`config.mk`:
```
export PLATFORM = sky130hd
export DESIGN_NAME = fifo_rd_ctrl
export DESIGN_NICKNAME = d
export VERILOG_FILES = /design/src/rtl/fifo_rd_ctrl.sv
export SDC_FILE = /design/constraint.sdc
export NUM_CORES = 1
export LEC_CHECK = 0
export ABC_CLOCK_PERIOD_IN_PS = 6550
export BUFFER_PORTS_ARGS = -buffer_cell sky130_fd_sc_hd__buf_2
export CORE_ASPECT_RATIO = 1.75
export CORE_MARGIN = 3
export CORE_UTILIZATION = 25
export CTS_CLUSTER_SIZE = 12
export DETAILED_ROUTE_END_ITERATION = 10
export SLEW_MARGIN = 20
export SYNTH_ARGS = -nofsm -noshare
export SYNTH_HDL_FRONTEND = slang
export SYNTH_SLANG_ARGS = --single-unit
```
`constraint.sdc`:
```
create_clock -name clk -period 6.55 [get_ports clk]
set_input_delay 1.31 -clock clk [delete_from_list [all_inputs] [get_ports clk]]
set_output_delay 1.31 -clock clk [all_outputs]
set_load 0.02 [all_outputs]
```
`src/rtl/fifo_rd_ctrl.sv`:
```
// Read-side controller for a circular FIFO: pops storage into a single output
// register with valid/ready handshake, reports occupancy and a sticky error.
module fifo_rd_ctrl #(
  parameter int MAX_DATA = 16
) (
  input  logic       clk,
  input  logic       rst_n,
  input  logic [3:0] wptr,
  input  logic       wwrap,
  input  logic [7:0] rdata,
  output logic [3:0] raddr,
  output logic       ren,
  output logic       out_valid,
  output logic [7:0] out_data,
  input  logic       out_ready,
  output logic       empty,
  output logic [4:0] level,
  output logic       err
);

  localparam logic [4:0] DEPTH    = 5'(MAX_DATA);
  localparam logic [3:0] LAST_PTR = 4'(MAX_DATA - 1);

  typedef enum logic {
    IDLE = 1'b0,
    HOLD = 1'b1
  } state_e;

  state_e     state_q, state_d;
  logic [3:0] rptr_q, rptr_d;
  logic       rwrap_q, rwrap_d;
  logic [7:0] out_data_q, out_data_d;
  logic       out_valid_q, out_valid_d;
  logic       err_q, err_d;

  logic [4:0] occupancy;
  logic       load;

  always_comb begin
    empty = (wptr == rptr_q) && (wwrap == rwrap_q);
    // Differing wrap bits mean the writer has lapped the reader once.
    if (wwrap == rwrap_q) begin
      occupancy = {1'b0, wptr} - {1'b0, rptr_q};
    end else begin
      occupancy = DEPTH - {1'b0, rptr_q} + {1'b0, wptr};
    end
    level = occupancy + {4'd0, out_valid_q};
    load  = !empty && (!out_valid_q || out_ready);
  end

  always_comb begin
    state_d    = state_q;
    rptr_d     = rptr_q;
    rwrap_d    = rwrap_q;
    out_data_d = out_data_q;
    err_d      = err_q;

    if (load) begin
      out_data_d = rdata;
      if (rptr_q == LAST_PTR) begin
        rptr_d  = 4'd0;
        rwrap_d = !rwrap_q;
      end else begin
        rptr_d = rptr_q + 4'd1;
      end
    end

    case (state_q)
      IDLE: begin
        if (load) begin
          state_d = HOLD;
        end
      end
      HOLD: begin
        if (!load && out_ready && empty) begin
          state_d = IDLE;
        end
      end
      default: state_d = IDLE;
    endcase

    out_valid_d = (state_d == HOLD);

    if (({1'b0, wptr} >= DEPTH) || (occupancy > DEPTH)) begin
      err_d = 1'b1;
    end
  end

  always_ff @(posedge clk or negedge rst_n) begin
    if (!rst_n) begin
      state_q     <= IDLE;
      rptr_q      <= 4'd0;
      rwrap_q     <= 1'b0;
      out_data_q  <= 8'd0;
      out_valid_q <= 1'b0;
      err_q       <= 1'b0;
    end else begin
      state_q     <= state_d;
      rptr_q      <= rptr_d;
      rwrap_q     <= rwrap_d;
      out_data_q  <= out_data_d;
      out_valid_q <= out_valid_d;
      err_q       <= err_d;
    end
  end

  assign raddr     = rptr_q;
  assign ren       = load;
  assign out_valid = out_valid_q;
  assign out_data  = out_data_q;
  assign err       = err_q;

endmodule
```
Word level (Yosys, flattened, before mapping)
Index checks and enable logic that the tools add are counted.
{"block": "op_classes", "shift": 0, "n_mux": 5, "n_bitwise": 1, "div_mod_pow": 0, "reduce_logical": 10, "n_lt_le_gt_ge": 1, "n_eq_ne": 3, "addsub": 5, "mul": 0}
{"op": "$add 5x1->5", "count": 1}
{"op": "$add 5x4->5", "count": 1}
{"op": "$gt 5x5->1 const B", "count": 1}
{"op": "$mux 5", "count": 1}
{"op": "$sub 4x4->5", "count": 1}
{"op": "$sub 5x4->5 const A", "count": 1}
{"op": "$add 4x1->4 const B", "count": 1}
{"op": "$eq 4x4->1", "count": 1}
{"op": "$eq 4x4->1 const B", "count": 1}
{"op": "$logic_and 1x1->1", "count": 4}
{"op": "$logic_not 1->1", "count": 4}
{"op": "$mux 4", "count": 1}
{"op": "$mux 1", "count": 2}
{"op": "$pmux 1 s2", "count": 1}
{"op": "$reduce_and 2->1", "count": 1}
{"op": "$eq 1x1->1", "count": 1}
{"op": "$logic_or 1x1->1", "count": 1}
{"op": "$not 1->1", "count": 1}
{"block": "word_totals", "word_cells": 30, "n_memories": 0, "in_bits": 16, "reg_bits": 15, "latchBits": 0, "mem_bits_ro": 0, "output_inout_bits": 21, "mem_bits_rw": 0}

Longest topological paths before layout
Gate-level depths: netlist (run 1).
{"block": "depth", "ltp_word": 9, "ltp_mapped": 8, "mapped_depth_nobuf": 8}

Worst setup path before layout (run 1)
No wires, ideal clock.
{"block": "synth_path", "path_type": "in2out", "start": "input port wptr[0]", "end": "output port level[4]", "setup_slack_ns": 2.406, "path_buffers": 0, "path_stages": 8, "arrival_ns": 2.834, "required_time_ns": 5.240, "path_cell_list": "inv_1 > ha_1 > inv_1 > fa_1 > a21o_1 > a21oi_1 > xor2_1 > xor2_1"}
{"block": "synth_via", "elab_chain_len": 3, "word_cells_on_any_way": 4, "classes_between": "add/sub (3); mux (1)"}
{"element": "start: declaration", "line_no": "8", "rtl": "input logic [3:0] wptr,"}
{"element": "$add 5x4->5 or $sub 4x4->5 (tied branches)", "line_no": "45, 43"}
{"element": "$mux 5 *", "line_no": "42", "rtl": "if (wwrap == rwrap_q) begin"}
{"element": "$add 5x1->5 *", "line_no": "47", "rtl": "level = occupancy + {4'd0, out_valid_q};"}
{"element": "end: declaration", "line_no": "17", "rtl": "output logic [4:0] level,"}
Mark *: on every way between the ends. The rest lies on a longest branch, timed or not.

Worst setup path in the final report (run 1)
Same ends and word-level chain as after synthesis.

==> reports/results.ini, run 1 <==
[routing]
detailedRoute.firstPassIterationCount=3
wire_per_inst_um=11.9
drt_wl_total_mm=1.88
ant_nets=0
via_per_inst=4.37
remaining_drc_errors=0
first_iter_violations=9
detailroute.via_count=691

[sta]
setup_viol=0
setup_repair_after_global_routing_missed_its_margin=no
timing_max_transition_violations_final=0
min_period_ns=4.30
max_freq_mhz=233
timing.final.crit_share_pct=65.7
worst_slew_margin_rel_pct=46.0
clock_skew_ns=0.00168
fin_tns_setup_ns=0
fin_worst_hold_slack_ns=0.504
worst_slew_pin_slew_ns=0.810
hold_viol_final=0

[clocking]
cts_setup_buffers=0
cts_max_path_buffers=2
clock_tree.root_cell=clkbuf_8
cts-resized-gates=0
cts_hold_buf=0
ctsHtreeMaxLevel=1
cts.reportedPaths.clkPinSlew_ns=0.05
clkLatencyLatePin_ns=0.24
cts-buffers-inserted=3
tritoncts=done
cts_num_sinks=15

[setup_path]
start_kind=input port
crit_arrival_ns=2.99
path_buf_inv=4
cpMaxStageDelayCell=fa_1
worst-path-max-fanout=2
timing.critical_path.to_type=output port
cp_cell_sequence=buf_2, inv_1, ha_1, inv_1, fa_1, a21o_1, a21oi_1, xor2_1, xor2_1, buf_2
worst_ep_required_time_ns=5.24
criticalPathCategory=in2out
crit_path_max_incr_delay_ns=0.39
critical_path.top_delay_family=adder cells

[die]
rows=28
design.core.area_um2=3400
die_height_um=84.6
io_pins=37
effective_utilization_at_floorplan_pct=26.0
die_area_um2=4310
die-width_um=50.9

[worst_hold_path]
worstHoldPathType=reg2reg

[layout]
antenna_cells_inserted=0
fin_area_um2=1150
drive_above_1_share_pct=45.1
finalNetCount=138
layout-area-overhead-vs-synth_pct=30.6

[synth]
synth.avg_cell_area_um2=11.9
synth.cell_area_um2=883
synthDominantCellAreaShare_pct=42.5
yosysWarningCount=0
ys_ff_latch=15
synth_top_area_cell=dfrtp_1
yosys-top-cells-area=dfrtp_1 (42%), ha_1 (9.9%), mux2_4 (6.8%), mux2_2 (6.4%), xor2_1 (5.0%)
synth_fp_nets=98
synth_seq_area_share_pct=42.5
synthesis.instances=74
yosysUniqueCellTypes=28

[place]
portBuffers=36
dp_hpwl_mm=1.57
finalWeightedCongestion=0.667
placedInstanceArea_um2=1110

[power]
leakage_nw=0.568
worst_ir_drop_vdd_mv=0.191
pwrdens_nw_per_um2=509

[global_route]
global_route.overflow_total=0
pin_count_of_the_biggest_net_entering_global_routing=17
wire_length_of_the_first_global_routing_pass_mm=3.17
gr-usage-all-layers_pct=9.63
grt_pass1_vias=739
antenna_found_initial=0

[status]
run_status=finished clean

[job]
cap_violations=0

-- placed cells by master, fill, tap and decap left out, types with 3 or more instances in the layout --
| cell | instances |
|---|---|
| buf_2 | 36 |
| dfrtp_1 | 15 |
| xor2_1 | 5 |
| inv_1 | 8 |
| mux2_4 | 4 |
| mux2_2 | 5 |
| clkbuf_8 | 3 |
| a21oi_1 | 3 |
| ha_1 | 7 |
-- synth_stat cells --
cell	n
o21ai_1	1
a21o_1	2
nor2b_1	1
nand3b_1	2
a21boi_0	1
fa_1	1
inv_1	8
xnor2_1	2
o22a_1	1
nand2_1	2
nor2_1	2
xor2_1	5
nand4_1	1
dfrtp_1	15
a21oi_1	3
mux2_4	4
o21ai_2	1
a311oi_2	1
mux2_2	5
nand3_1	2
or4_1	1
o31a_1	1
nand2b_1	1
buf_6	1
nor3_1	1
ha_1	7
and4b_1	1
xor2_2	1
-- sequential cells by signal, summed over array words and instances, names as in the netlist --
signal	flops
out_data	8
out_valid	1
raddr	4
err	1
rwrap_q	1
-- final cells by class --
| type | instances | area, um^2 |
|---|---|---|
| repair buffers | 36 | 180 |
| clock buffers | 4 | 45.0 |
| multi-input cells | 50 | 467 |
| inverters | 8 | 30.0 |
| well taps | 45 | 56.3 |
| fillers | 373 | 2240 |
| flip-flops and latches | 15 | 375 |
-- report_power, final --
group	internal [mW]	leakage, nW	switching, mW
logic	0.148	0.377	0.217
registers	0.121	0.169	0.0304
clock network	0.0429	0.0228	0.0282
total	0.312	0.568	0.276
-- logic make-up after synthesis --
family | synth area share (%)
fa+ha+maj | 12.2
mux | 13.2
xor+xnor | 8.78
buf+inv | 4.67
flops | 42.5
compound gates | 9.49
simple gates | 9.21
-- metrics by stage --
| step | power (mW) | utilization, % | std cells | setup WS (ns) |
|---|---|---|---|---|
| CTS | 0.598 | 33.9 | 158 | 2.23 |
| detailed placement | 0.523 | 32.6 | 154 | 2.23 |
| floorplan | 0.420 | - | 74 | 2.41 |
| finish | 0.588 | 33.9 | 158 | 2.25 |
| global placement | 0.512 | 32.6 | 154 | 2.27 |
| global route | 0.643 | 33.9 | 158 | 2.11 |
-- routing by layer --
metal	up-vias	global-route usage, %	wire, um
li1	335	-	-
met1	330	10.1	684
met2	24	18.2	1060
met3	2	1.60	113
met4	0	3.68	17
met5	-	0	0
-- final timing paths --
check	startpoint	to	slack (ns)	cells past startpoint
setup / recovery	wptr[0]	level[4]	2.25	10
hold / removal	out_data[0]	out_data[0]	0.50	1
setup reg to reg	raddr[2]	out_data[4]	4.32	5
hold reg to reg	out_data[0]	out_data[0]	0.50	1
max in group asynchronous	rst_n	err	5.33	1
min in group asynchronous	rst_n	raddr[2]	0.97	1
-- worst register-to-register path: cells and delay by family (launching register included) --
family                     cells  cell delay [ns]
buffers and inverters          1             0.10
DFF                            1             0.43
adders and majority gates      1             0.37
AOI/OAI and AO/OA              1             0.66
and+or+nand+nor                1             0.15
muxes                          1             0.41
Power figures use the tool's default switching activity.
==> run 2: changes to the inputs <==
--- a/config.mk
+++ b/config.mk
@@ -5,7 +5,7 @@
 export SDC_FILE = /design/constraint.sdc
 export NUM_CORES = 1
 export LEC_CHECK = 0
-export ABC_CLOCK_PERIOD_IN_PS = 6550
+export ABC_CLOCK_PERIOD_IN_PS = 4400
 export BUFFER_PORTS_ARGS = -buffer_cell sky130_fd_sc_hd__buf_2
 export CORE_ASPECT_RATIO = 1.75
 export CORE_MARGIN = 3
==> constraint.sdc (replaced) <==
create_clock -name clk -period 4.4 [get_ports clk]
set_input_delay 0.88 -clock clk [delete_from_list [all_inputs] [get_ports clk]]
set_output_delay 0.88 -clock clk [all_outputs]
set_load 0.02 [all_outputs]
==> reports/results.ini, run 2 (same netlist as run 1, synthesis figures left out) <==
[place]
instance_count_after_placement_with_tap_cells_included=155
preCtsSetupSlack_ns=0.953
finalWeightedCongestion=0.714
placedInstanceArea_um2=1120
portBuffers=36
dp_hpwl_mm=1.60

[layout]
fill_cells=368
area_occupied_by_multi_input_gates_um2=467
antenna_cells_inserted=0
largest_reg_flops=8
ff_latch_area_um2=375
drive_above_1_share_pct=46.5
fin_area_um2=1160
mostFrequentLayoutCells=buf_2 (36), dfrtp_1 (15), inv_1 (8), ha_1 (7)
finalNonFillerCells=159
finalNetCount=139
mostFrequentLayoutCell=buf_2
core_occupancy_in_the_finished_layout_pct=34.2
layout-area-overhead-vs-synth_pct=31.6

[routing]
remaining_drc_errors=0
via_per_inst=4.39
wire_per_inst_um=12.3
drt_wl_total_mm=1.96
first_iter_violations=6
detailroute.via_count=698
ant_nets=0
detailedRoute.firstPassIterationCount=3

[clocking]
clkLatencyLatePin_ns=0.25
cts_num_sinks=15
tritoncts=done
clock_tree.root_cell=clkbuf_8
cts-buffers-inserted=3
cts_setup_buffers=0
cts-resized-gates=0
cts_hold_buf=0
ctsHtreeMaxLevel=1
cts_max_path_buffers=2
cts.reportedPaths.clkPinSlew_ns=0.07

[power]
totalPowerFinal_uw=887
leakage_nw=0.576
pwrdens_nw_per_um2=763
worst_ir_drop_vdd_mv=0.333

[worst_hold_path]
worstHoldPathType=reg2reg

[global_route]
global_route.overflow_total=0
pin_count_of_the_biggest_net_entering_global_routing=17
antenna_found_initial=0
gr-usage-all-layers_pct=10.1
grt_pass1_vias=782
wire_length_of_the_first_global_routing_pass_mm=3.36

[sta]
min_period_ns=3.46
setup_slack_ns=0.938
hold_viol_final=0
timing.final.crit_share_pct=78.7
fin_worst_hold_slack_ns=0.506
setup_viol=0
worst_slew_pin_slew_ns=0.381
worst_slew_margin_rel_pct=74.5
max_freq_mhz=289
fin_tns_setup_ns=0
clock_skew_ns=0.00345
timing_max_transition_violations_final=0
setup_repair_after_global_routing_missed_its_margin=no

[setup_path]
crit_arrival_ns=2.58
start_kind=input port
setup.worst_path.start=wptr[0]
timing.rr.end=err
worst-path-max-fanout=4
timing.critical_path.to_type=output port
criticalPathCategory=in2out
worst_r2r_path_depth=6
flop2flop_setup_slack_ns=2.35
worst_ep_required_time_ns=3.52
setup.worst_path.end=level[4]
crit-reg2reg-launch=raddr[0]

[die]
die_area_um2=4310
die_height_um=84.6
die-width_um=50.9
rows=28
effective_utilization_at_floorplan_pct=26.0
design.core.area_um2=3400
io_pins=37

[status]
run_status=finished clean

[job]
cap_violations=0

## run 2: cell count changes in the layout (fill, tap and decap cells not counted), sizes merged
cell,change
buf,+1
clkbuf,-1
clkinv,+1
## run 2: how the worst min path moves through the flow
stage,to,start,cells after the start,slack (ns)
3_3_place_gp,out_data[3],out_data[3],1,0.48
3_5_place_dp,out_data[0],out_data[0],1,0.49
6_report,out_data[0],out_data[0],1,0.51
2_1_floorplan,rwrap_q,rwrap_q,1,0.50
4_1_cts,out_data[0],out_data[0],1,0.51
5_1_grt,out_data[7],out_data[7],1,0.53
## run 2: per-layer routing
metal,routed length (um),vias to the layer above,track usage (%)
met2,1100,24,18.7
met3,100,2,2.31
li1,-,334,-
met5,0,-,0
met1,751,338,9.97
met4,11,0,5.15
## run 2: worst max-delay path: stages
cell and delay, ns:
buf_2 0.10, inv_1 0.05, ha_1 0.15, inv_1 0.05, fa_1 0.40, xor2_1 0.37
and4b_1 0.27, xor2_1 0.13, buf_2 0.17
## run 2: power by group
group	switching (mW)	internal (mW)	leakage (nW)
combinational	0.328	0.223	0.382
sequential	0.0444	0.179	0.169
clock	0.0505	0.0626	0.0255
## run 2: final cells by class
class	count	share of cell area [%]
clock buffers	3	3.55
clock inverters	1	0.431
inverters	8	2.58
multi-input cells	50	40.2
flip-flops and latches	15	32.3
well taps	45	4.84
repair buffers	37	16.1
